`src/rtl/slot_gpio_pkg.sv`:
```
// ============================================================================
// Module      : slot_gpio_pkg
// Description : Register map and shared types for the slot GPIO/interrupt block.
// Revision    : 1.0 - initial release
// ============================================================================
`default_nettype none

package slot_gpio_pkg;

    localparam int c_default_data_w = 16;

    typedef logic [2:0] reg_offset_t;

    localparam reg_offset_t c_off_out        = 3'd0;
    localparam reg_offset_t c_off_in         = 3'd1;
    localparam reg_offset_t c_off_dir        = 3'd2;
    localparam reg_offset_t c_off_int_status = 3'd3;
    localparam reg_offset_t c_off_int_mask   = 3'd4;
    localparam reg_offset_t c_off_int_clear  = 3'd5;

endpackage

`default_nettype wire

```
`src/rtl/slot_gpio_sync.sv`:
```
// ============================================================================
// Module      : slot_gpio_sync
// Description : Per-bit pad synchronizer; SLOT_GPIO_DEGLITCH_EN adds a
//               3-equal-sample deglitch filter behind it.
// Revision    : 1.0 - initial release
// ============================================================================
`default_nettype none

module slot_gpio_sync
    import slot_gpio_pkg::*;
#(
    parameter int DATA_W      = c_default_data_w,
    parameter int SYNC_STAGES = 2
) (
    input  logic              sys_clk,
    input  logic              sys_rst,
    input  logic [DATA_W-1:0] pad_i,
    output logic [DATA_W-1:0] sync_val
);

    localparam int c_stages = (SYNC_STAGES < 2) ? 2 : SYNC_STAGES;

    logic [c_stages-1:0][DATA_W-1:0] r_stage;

    always_ff @(posedge sys_clk) begin
        if (sys_rst) begin
            r_stage <= '0;
        end else begin
            r_stage[0] <= pad_i;
            for (int i = 1; i < c_stages; i++) begin
                r_stage[i] <= r_stage[i-1];
            end
        end
    end

`ifdef SLOT_GPIO_DEGLITCH_EN
    logic [DATA_W-1:0] r_hist0;
    logic [DATA_W-1:0] r_hist1;
    logic [DATA_W-1:0] r_filt;
    logic [DATA_W-1:0] w_stable;
    logic [DATA_W-1:0] w_filt;

    // The live synchronizer output counts as the third sample, so the filter
    // adds only two cycles over the bare synchronizer.
    always_comb begin
        w_stable = ~(r_stage[c_stages-1] ^ r_hist0) & ~(r_hist0 ^ r_hist1);
        w_filt   = (w_stable & r_stage[c_stages-1]) | (~w_stable & r_filt);
    end

    always_ff @(posedge sys_clk) begin
        if (sys_rst) begin
            r_hist0 <= '0;
            r_hist1 <= '0;
            r_filt  <= '0;
        end else begin
            r_hist0 <= r_stage[c_stages-1];
            r_hist1 <= r_hist0;
            r_filt  <= w_filt;
        end
    end

    assign sync_val = w_filt;
`else
    assign sync_val = r_stage[c_stages-1];
`endif

endmodule

`default_nettype wire

```
`src/rtl/slot_gpio_irq.sv`:
```
// ============================================================================
// Module      : slot_gpio_irq
// Description : Slot GPIO register block with sticky rising-edge interrupts.
//               Optional input deglitch filter: SLOT_GPIO_DEGLITCH_EN.
// Revision    : 1.0 - initial release
// ============================================================================
`default_nettype none

module slot_gpio_irq
    import slot_gpio_pkg::*;
#(
    parameter int DATA_W      = c_default_data_w,
    parameter int SYNC_STAGES = 2
) (
    input  logic              sys_clk,
    input  logic              sys_rst,
    input  logic [2:0]        reg_addr,
    input  logic              reg_we,
    input  logic [DATA_W-1:0] reg_wdata,
    input  logic              reg_re,
    output logic [DATA_W-1:0] reg_rdata,
    output logic              reg_rvalid,
    input  logic [DATA_W-1:0] pad_i,
    output logic [DATA_W-1:0] pad_o,
    output logic [DATA_W-1:0] pad_oe,
    output logic              irq
);

    localparam int c_stages = (SYNC_STAGES < 2) ? 2 : SYNC_STAGES;
`ifdef SLOT_GPIO_DEGLITCH_EN
    localparam int c_filter_lat = 2;
`else
    localparam int c_filter_lat = 0;
`endif
    localparam int c_arm_cycles = c_stages + 1 + c_filter_lat;
    localparam int c_arm_w      = $clog2(c_arm_cycles + 1);

    logic [DATA_W-1:0]  r_out;
    logic [DATA_W-1:0]  r_dir;
    logic [DATA_W-1:0]  r_mask;
    logic [DATA_W-1:0]  r_status;
    logic [DATA_W-1:0]  r_prev;
    logic [DATA_W-1:0]  r_rdata;
    logic               r_rvalid;
    logic               r_irq;
    logic [c_arm_w-1:0] r_arm_cnt;

    logic [DATA_W-1:0]  w_sync;
    logic [DATA_W-1:0]  w_rise;
    logic [DATA_W-1:0]  w_clear;
    logic [DATA_W-1:0]  w_rd_mux;
    logic               w_armed;

    slot_gpio_sync #(
        .DATA_W      (DATA_W),
        .SYNC_STAGES (c_stages)
    ) u_sync (
        .sys_clk  (sys_clk),
        .sys_rst  (sys_rst),
        .pad_i    (pad_i),
        .sync_val (w_sync)
    );

    // Edges stay masked until the pipeline has flushed the reset zeros, so a
    // pin held high across reset never looks like a rising edge.
    always_comb begin
        w_armed = (r_arm_cnt == c_arm_w'(c_arm_cycles));
        w_rise  = w_armed ? (w_sync & ~r_prev & ~r_dir) : '0;
        w_clear = (reg_we && (reg_addr == c_off_int_clear)) ? reg_wdata : '0;
        w_rd_mux = '0;
        case (reg_addr)
            c_off_out:        w_rd_mux = r_out;
            c_off_in:         w_rd_mux = w_sync;
            c_off_dir:        w_rd_mux = r_dir;
            c_off_int_status: w_rd_mux = r_status;
            c_off_int_mask:   w_rd_mux = r_mask;
            default:          w_rd_mux = '0;
        endcase
    end

    always_ff @(posedge sys_clk) begin
        if (sys_rst) begin
            r_out     <= '0;
            r_dir     <= '0;
            r_mask    <= '0;
            r_status  <= '0;
            r_prev    <= '0;
            r_rdata   <= '0;
            r_rvalid  <= 1'b0;
            r_irq     <= 1'b0;
            r_arm_cnt <= '0;
        end else begin
            if (!w_armed) begin
                r_arm_cnt <= r_arm_cnt + c_arm_w'(1);
            end
            r_prev <= w_sync;
            if (reg_we) begin
                case (reg_addr)
                    c_off_out:      r_out  <= reg_wdata;
                    c_off_dir:      r_dir  <= reg_wdata;
                    c_off_int_mask: r_mask <= reg_wdata;
                    default:        ;
                endcase
            end
            // A new edge overrides a coincident clear of the same bit.
            r_status <= (r_status & ~w_clear) | w_rise;
            r_irq    <= |(r_status & r_mask);
            r_rvalid <= reg_re;
            r_rdata  <= reg_re ? w_rd_mux : '0;
        end
    end

    assign reg_rdata  = r_rdata;
    assign reg_rvalid = r_rvalid;
    assign pad_o      = r_out;
    assign pad_oe     = r_dir;
    assign irq        = r_irq;

endmodule

`default_nettype wire

```
`config.mk`:
```
export PLATFORM = sky130hd
export DESIGN_NAME = slot_gpio_irq
export DESIGN_NICKNAME = d
export VERILOG_FILES = /design/src/rtl/slot_gpio_pkg.sv /design/src/rtl/slot_gpio_sync.sv /design/src/rtl/slot_gpio_irq.sv
export SDC_FILE = /design/constraint.sdc
export NUM_CORES = 1
export LEC_CHECK = 0
export BUFFER_PORTS_ARGS = -buffer_cell sky130_fd_sc_hd__buf_2
export CORE_ASPECT_RATIO = 1.25
export CORE_MARGIN = 1.5
export CORE_UTILIZATION = 55
export CTS_BUF_LIST = sky130_fd_sc_hd__clkbuf_16
export CTS_CLUSTER_SIZE = 20
export DETAILED_ROUTE_END_ITERATION = 10
export HOLD_SLACK_MARGIN = 0.12
export PLACE_DENSITY = 0.82
export SLEW_MARGIN = 15
export SYNTH_ARGS = -nofsm -noshare
export SYNTH_HDL_FRONTEND = slang
export SYNTH_SLANG_ARGS = --single-unit
```
`constraint.sdc`:
```
create_clock -name sys_clk -period 2 [get_ports sys_clk]
set_clock_uncertainty 0.15 [all_clocks]
set_input_delay 0.3 -clock sys_clk [delete_from_list [all_inputs] [get_ports sys_clk]]
set_output_delay 0.3 -clock sys_clk [all_outputs]
set_load 0.02 [all_outputs]
```
Yosys cells after proc, flatten, opt, wreduce, memory -nomap -nowiden
Cells that the tools add are included.
{ "classes": {"addsub": 1, "n_mul": 0, "div": 0, "magnitude_cmp": 0, "n_eq_ne": 6, "shift": 0, "n_mux": 3, "bitwise": 9, "reduce_logical": 7} }
{ "ops": {"columns": ["operator", "count"], "rows": [
  ["$pmux W16 S5", 1],
  ["$and A16 B16 Y16", 4],
  ["$not A16 Y16", 3],
  ["$mux W16", 2],
  ["$or A16 B16 Y16", 1],
  ["$reduce_or A16 Y1", 1],
  ["$eq A3 B2 Y1 const B", 2],
  ["$eq A3 B3 Y1 const B", 2],
  ["$reduce_and A2 Y1", 3],
  ["$eq A3 B1 Y1 const B", 1],
  ["$logic_not A3 Y1", 1],
  ["$add A2 B1 Y2 const B", 1],
  ["$eq A2 B2 Y1 const B", 1],
  ["$reduce_or A2 Y1", 1],
  ["$logic_and A1 B1 Y1", 1],
  ["$not A1 Y1", 1]
]} }
{ "word_totals": {"ff_bits": 132, "latchBits": 0, "ramBits": 0, "mem_bits_ro": 0, "in_bits": 39, "output_inout_bits": 50, "elab_cells": 37, "memories": 0} }

Logic depth before layout (Yosys ltp)
{ "logic_depth": {"ltp_word": 6, "depth_mapped": 7, "depth_no_buf": 4} }

Hierarchy
A second synthesis with hierarchy kept.
{ "unflattened": {"cells_unflattened": 546, "hier_area_um2": 5037.3} }
{ "by_module_without_submodules": {"columns": ["module", "instances", "cells_per_inst", "area_per_inst_um2", "seq_area_each_um2"], "rows": [
  ["slot_gpio_irq", 1, 463, 4053.9, 2001.9],
  ["slot_gpio_sync", 1, 83, 983.4, 640.6]
]} }

Least setup slack after synthesis
OpenSTA, ideal clock, no wires.
{ "synth_timing": {"kind": "input-to-reg", "from": "input port reg_addr[2]", "to": "register r_dir[10] (netlist: pad_oe[10])", "setup_ps": 132, "t_arrival_ps": 1289, "t_required_ps": 1718, "slack_ps": 429, "stages": 6, "n_path_buf": 2, "path_cell_list": "buf_2 nor3b_4 nand2_1 clkbuf_1 nand2_1 a21oi_1"} }
{ "synth_between": {"elab_chain_cells": 2} }
{ "synth_lines": {"columns": ["element", "line", "rtl"], "rows": [
  ["start, declared", "slot_gpio_irq.sv:17", "input logic [2:0] reg_addr,"],
  ["$eq A3 B2 Y1", "slot_gpio_irq.sv:98", "case (reg_addr)"],
  ["$reduce_and A2 Y1 (no source line)", null, null],
  ["end signal, assigned", "slot_gpio_irq.sv:100", "c_off_dir: r_dir <= reg_wdata;"],
  ["end, declared", "slot_gpio_irq.sv:39", "logic [DATA_W-1:0] r_dir;"]
]} }
No other way between the ends.
A chain may end at the register's enable or synchronous reset.

Final worst setup path
{ "layout_timing": {"from": "input port sys_rst", "to": "register r_rdata[7] (netlist: reg_rdata[7])"} }
{ "layout_between": {"elab_chain_cells": 1} }
{ "layout_lines": {"columns": ["element", "line", "rtl"], "rows": [
  ["start, declared", "slot_gpio_irq.sv:16", "input logic sys_rst,"],
  ["$reduce_or A2 Y1 (no source line)", null, null],
  ["end signal, assigned", "slot_gpio_irq.sv:109", "r_rdata <= reg_re ? w_rd_mux : '0;"],
  ["end, declared", "slot_gpio_irq.sv:43", "logic [DATA_W-1:0] r_rdata;"]
]} }
No other way between the ends.

==> impl_results.html <==
<table>
<tr><th>Metric</th><th>Value</th></tr>
<tr><th colspan="2">Place</th></tr>
<tr><td>Total cell area at the placement stage</td><td>5360 sq um</td></tr>
<tr><td>Placer congestion estimate</td><td>0.923</td></tr>
<tr><td>Port bufs</td><td>88</td></tr>
<tr><td>Post-detailed-placement half-perimeter wirelength</td><td>7970 um</td></tr>
<tr><td>Total instance count after detailed placement</td><td>716</td></tr>
<tr><td>Setup WS pre-CTS</td><td>0.0567 ns</td></tr>
<tr><th colspan="2">STA</th></tr>
<tr><td>Post-route worst hold slack</td><td>0.171 ns</td></tr>
<tr><td>Total negative setup slack</td><td>0 ns</td></tr>
<tr><td>Min Clock Period, post-route</td><td>1.85 ns</td></tr>
<tr><td>Relative slew margins</td><td>51.2%</td></tr>
<tr><td>Final setup viols</td><td>0</td></tr>
<tr><td>Final Hold Violating Endpoints</td><td>0</td></tr>
<tr><td>Worst Max-Slew Pin Slew</td><td>0.731 ns</td></tr>
<tr><td>Portion of the clock cycle consumed by the worst path in the final layout</td><td>92.4%</td></tr>
<tr><td>F_max</td><td>541 MHz</td></tr>
<tr><td>RSZ-0062 raised after global routing</td><td>false</td></tr>
<tr><td>Worst Setup Slack, final</td><td>0.152 ns</td></tr>
<tr><td>Max-slew violation total from the final report</td><td>0</td></tr>
<tr><th colspan="2">Worst hold path</th></tr>
<tr><td>Worst min-delay path startpoint</td><td>reg_re</td></tr>
<tr><td>Worst Hold Class</td><td>primary input to register</td></tr>
<tr><th colspan="2">Global routing</th></tr>
<tr><td>Global route total overflow</td><td>0</td></tr>
<tr><td>Combined global-route utilization of all metal layers</td><td>28.6%</td></tr>
<tr><td>Global-route wire length before repair</td><td>20100 um</td></tr>
<tr><td>Number of global-route vias before repair</td><td>4125</td></tr>
<tr><td>Largest net degree at the start of global routing</td><td>116</td></tr>
<tr><td>Number of antenna violations at the first check in global routing</td><td>0</td></tr>
<tr><th colspan="2">Logic synthesis</th></tr>
<tr><td>Number of enable-type register cells in the synthesized netlist</td><td>0</td></tr>
<tr><td>Syn Nets</td><td>573</td></tr>
<tr><td>Post-synthesis instance total</td><td>533</td></tr>
<tr><td>Dominant cell type by area after synthesis</td><td>sky130_fd_sc_hd__dfxtp_1</td></tr>
<tr><td>Prevailing post-synth register cell</td><td>sky130_fd_sc_hd__dfxtp_1</td></tr>
<tr><td>Share of synthesized registers carrying an async set or reset</td><td>0%</td></tr>
<tr><td>Post-synth design cell area</td><td>4810 sq um</td></tr>
<tr><td>Top post-synthesis cells by area</td><td>sky130_fd_sc_hd__dfxtp_1 55%, sky130_fd_sc_hd__a21oi_1 9.9%, sky130_fd_sc_hd__nand2_1 9.0%, sky130_fd_sc_hd__nor2b_1 6.5%, sky130_fd_sc_hd__mux2i_1 3.7%</td></tr>
<tr><td>Sequential-to-total area share from yosys stat</td><td>54.9%</td></tr>
<tr><td>Syn Area/Cell</td><td>9.02 sq um</td></tr>
<tr><td>Count of synthesis-stage warnings from yosys</td><td>0</td></tr>
<tr><td>Most instantiated library cell after synthesis</td><td>sky130_fd_sc_hd__dfxtp_1</td></tr>
<tr><td>Most common library cells after synthesis</td><td>132 x sky130_fd_sc_hd__dfxtp_1, 115 x sky130_fd_sc_hd__nand2_1, 95 x sky130_fd_sc_hd__a21oi_1</td></tr>
<tr><td>Number of register bits inferred by synthesis</td><td>132</td></tr>
<tr><td>Yosys top cell area share</td><td>54.9%</td></tr>
<tr><td>Unique cell type count in the Yosys netlist</td><td>27</td></tr>
<tr><th colspan="2">Clocking</th></tr>
<tr><td>Level count of the clock H-tree</td><td>4</td></tr>
<tr><td>CTS Root Buffer Type</td><td>sky130_fd_sc_hd__clkbuf_16</td></tr>
<tr><td>Clock tree from TritonCTS</td><td>done</td></tr>
<tr><td>CTS max path bufs</td><td>2</td></tr>
<tr><td>Latest clock arrival within the worst-skew pair</td><td>0.41 ns</td></tr>
<tr><td>Number of sinks driven by the clock tree</td><td>132</td></tr>
<tr><td>Post CTS Setup Buffer Count</td><td>0</td></tr>
<tr><td>Clock transition at the register clock pins on the worst setup and hold paths after CTS</td><td>0.06 ns</td></tr>
<tr><td>Clock buffers created by TritonCTS</td><td>17</td></tr>
<tr><th colspan="2">Critical path</th></tr>
<tr><td>Critical register-to-register path startpoint</td><td>r_arm_cnt[0]</td></tr>
<tr><td>Startpoint-to-endpoint class of the critical path</td><td>primary input to register</td></tr>
<tr><td>Critical path startpoint category</td><td>primary input</td></tr>
<tr><td>CP required</td><td>2.16 ns</td></tr>
<tr><td>Data arrival time of the worst path</td><td>2.01 ns</td></tr>
<tr><td>Crit. End Element</td><td>register</td></tr>
<tr><td>Origin of the worst setup path</td><td>sys_rst</td></tr>
<tr><td>Critical-path maximum fanout</td><td>15</td></tr>
<tr><th colspan="2">Finish</th></tr>
<tr><td>Post-Layout Cell Count</td><td>782</td></tr>
<tr><td>Fraction of final layout cells with drive strength greater than 1</td><td>20.0%</td></tr>
<tr><td>Fraction of the core area covered by cells at the end of the flow</td><td>76.0%</td></tr>
<tr><td>Filler cell count</td><td>582</td></tr>
<tr><td>Final design instance area without fill</td><td>6370 sq um</td></tr>
<tr><td>Final net count</td><td>692</td></tr>
<tr><td>Register cell area after layout</td><td>2640 sq um</td></tr>
<tr><td>Area used by multi-input combinational logic</td><td>2000 sq um</td></tr>
<tr><td>Area growth, synth to finish</td><td>32.4%</td></tr>
<tr><td>Number of diodes added for antenna fixing</td><td>0</td></tr>
<tr><th colspan="2">Routing</th></tr>
<tr><td>First-pass detailed-route iteration total</td><td>5</td></tr>
<tr><td>Via-per-instance ratio</td><td>5.49</td></tr>
<tr><td>Remaining antenna violation count</td><td>0</td></tr>
<tr><td>Routed vias</td><td>4292</td></tr>
<tr><td>Total wirelength of the detailed-routed design</td><td>12800 um</td></tr>
<tr><td>Post-detailed-route wirelength per cell</td><td>16.4 um</td></tr>
<tr><td>Total DRC errors in the routed layout</td><td>0</td></tr>
<tr><td>Number of DRC violations after detailed-routing iteration 0</td><td>328</td></tr>
<tr><th colspan="2">Floorplanning</th></tr>
<tr><td>Horizontal die dimension</td><td>86.6 um</td></tr>
<tr><td>Boundary pin count</td><td>89</td></tr>
<tr><td>Die footprint</td><td>9320 sq um</td></tr>
<tr><td>Core box area</td><td>8380 sq um</td></tr>
<tr><td>Starting density of the core</td><td>57.4%</td></tr>
<tr><td>Cell Rows</td><td>37</td></tr>
<tr><td>Die Height</td><td>108 um</td></tr>
<tr><th colspan="2">Run status</th></tr>
<tr><td>Status</td><td>finished clean</td></tr>
<tr><th colspan="2">Pwr</th></tr>
<tr><td>Leakage power</td><td>2.54 nW</td></tr>
<tr><td>Final Power</td><td>6.62 mW</td></tr>
<tr><td>Peak VDD IR</td><td>0.740 mV</td></tr>
<tr><td>Power density relative to cell area</td><td>1040 nW/um^2</td></tr>
<tr><th colspan="2">Job</th></tr>
<tr><td>Max-cap viol count</td><td>0</td></tr>
</table>
cell usage in the layout, fill, tap and decap left out, types with 2 or more instances in the layout:
master / netlist / final
sky130_fd_sc_hd__a221oi_1: 3 / 3
sky130_fd_sc_hd__buf_2: 9 / 87
sky130_fd_sc_hd__and2_1: 3 / 3
sky130_fd_sc_hd__a22oi_1: 17 / 17
sky130_fd_sc_hd__bufinv_16: 0 / 6
sky130_fd_sc_hd__nor2_1: 34 / 34
sky130_fd_sc_hd__nand2_1: 115 / 115
sky130_fd_sc_hd__clkbuf_16: 0 / 17
sky130_fd_sc_hd__nor4bb_1: 16 / 16
sky130_fd_sc_hd__mux2i_1: 18 / 18
sky130_fd_sc_hd__dfxtp_1: 132 / 132
sky130_fd_sc_hd__buf_4: 5 / 11
sky130_fd_sc_hd__clkinvlp_4: 0 / 4
sky130_fd_sc_hd__a22o_1: 3 / 3
sky130_fd_sc_hd__a21oi_1: 95 / 95
sky130_fd_sc_hd__clkinv_2: 0 / 2
sky130_fd_sc_hd__buf_12: 0 / 3
sky130_fd_sc_hd__nor2b_1: 50 / 50
sky130_fd_sc_hd__and3_1: 2 / 2
sky130_fd_sc_hd__dlygate4sd3_1: 0 / 34
cell type report:
type	instances	area share, %
Multi-Input combinational cell	366	31.4
Tap cell	117	2.30
Clock buffer	17	6.68
Timing Repair Buffer	135	14.4
Clock inverter	15	3.71
Sequential cell	132	41.5
power breakdown:
group	switching, mW	leakage, nW	total [mW]	internal, mW
combinational	0.225	1.15	0.412	0.187
sequential	0.0494	1.07	2.76	2.71
clock	1.13	0.314	3.45	2.32
kinds of logic (layout without fill, tap and decap cells):
| family | Yosys count | count (layout) | synth area share (%) |
|---|---|---|---|
| XOR/XNOR | 1 | 1 | 0.182 |
| buffers and inverters | 35 | 167 | 3.54 |
| adder cells (fa/ha/maj) | 1 | 1 | 0.260 |
| flip-flops | 132 | 132 | 54.9 |
| AO/OA/AOI/OAI | 121 | 121 | 14.0 |
| AND/OR/NAND/NOR | 225 | 225 | 23.3 |
| multiplexers | 18 | 18 | 3.75 |
repair_timing:
item                      in CTS  in global routing
gates resized for setup        0                  0
hold buffers                  34                  0
hold endpoints to repair      82                  0
path summary, 6_finish.rpt:
kind / cells past startpoint / slack [ns] / endpoint
min: 3 / 0.17 / reg_rdata[9]
min reg2reg: 1 / 0.28 / u_sync.sync_val[0]
max reg2reg: 5 / 0.45 / r_status[0]
max: 5 / 0.15 / reg_rdata[7]
metal layers:
| layer | global-route usage, % | vias up | wire (um) |
|---|---|---|---|
| li1 | - | 2039 | - |
| met1 | 35.3 | 2014 | 5290 |
| met2 | 45.4 | 202 | 6260 |
| met3 | 5.98 | 37 | 812 |
| met4 | 17.6 | 0 | 429 |
| met5 | 0 | - | 0 |
sequential cells by signal (all words and copies together) (netlist names):
signal,cells
pad_o,16
u_sync.r_stage,16
u_sync.sync_val,16
reg_rvalid,1
r_prev,16
pad_oe,16
r_status,16
reg_rdata,16
irq,1
r_arm_cnt,2
r_mask,16
worst max-delay path, cell delays in order:
cell	delay, ns
sky130_fd_sc_hd__dlygate4sd3_1	0.54
sky130_fd_sc_hd__buf_4	0.15
sky130_fd_sc_hd__nor2b_1	0.24
sky130_fd_sc_hd__nand2_1	0.45
sky130_fd_sc_hd__a21oi_1	0.34
No activity file was read; power rests on OpenSTA's default activity.
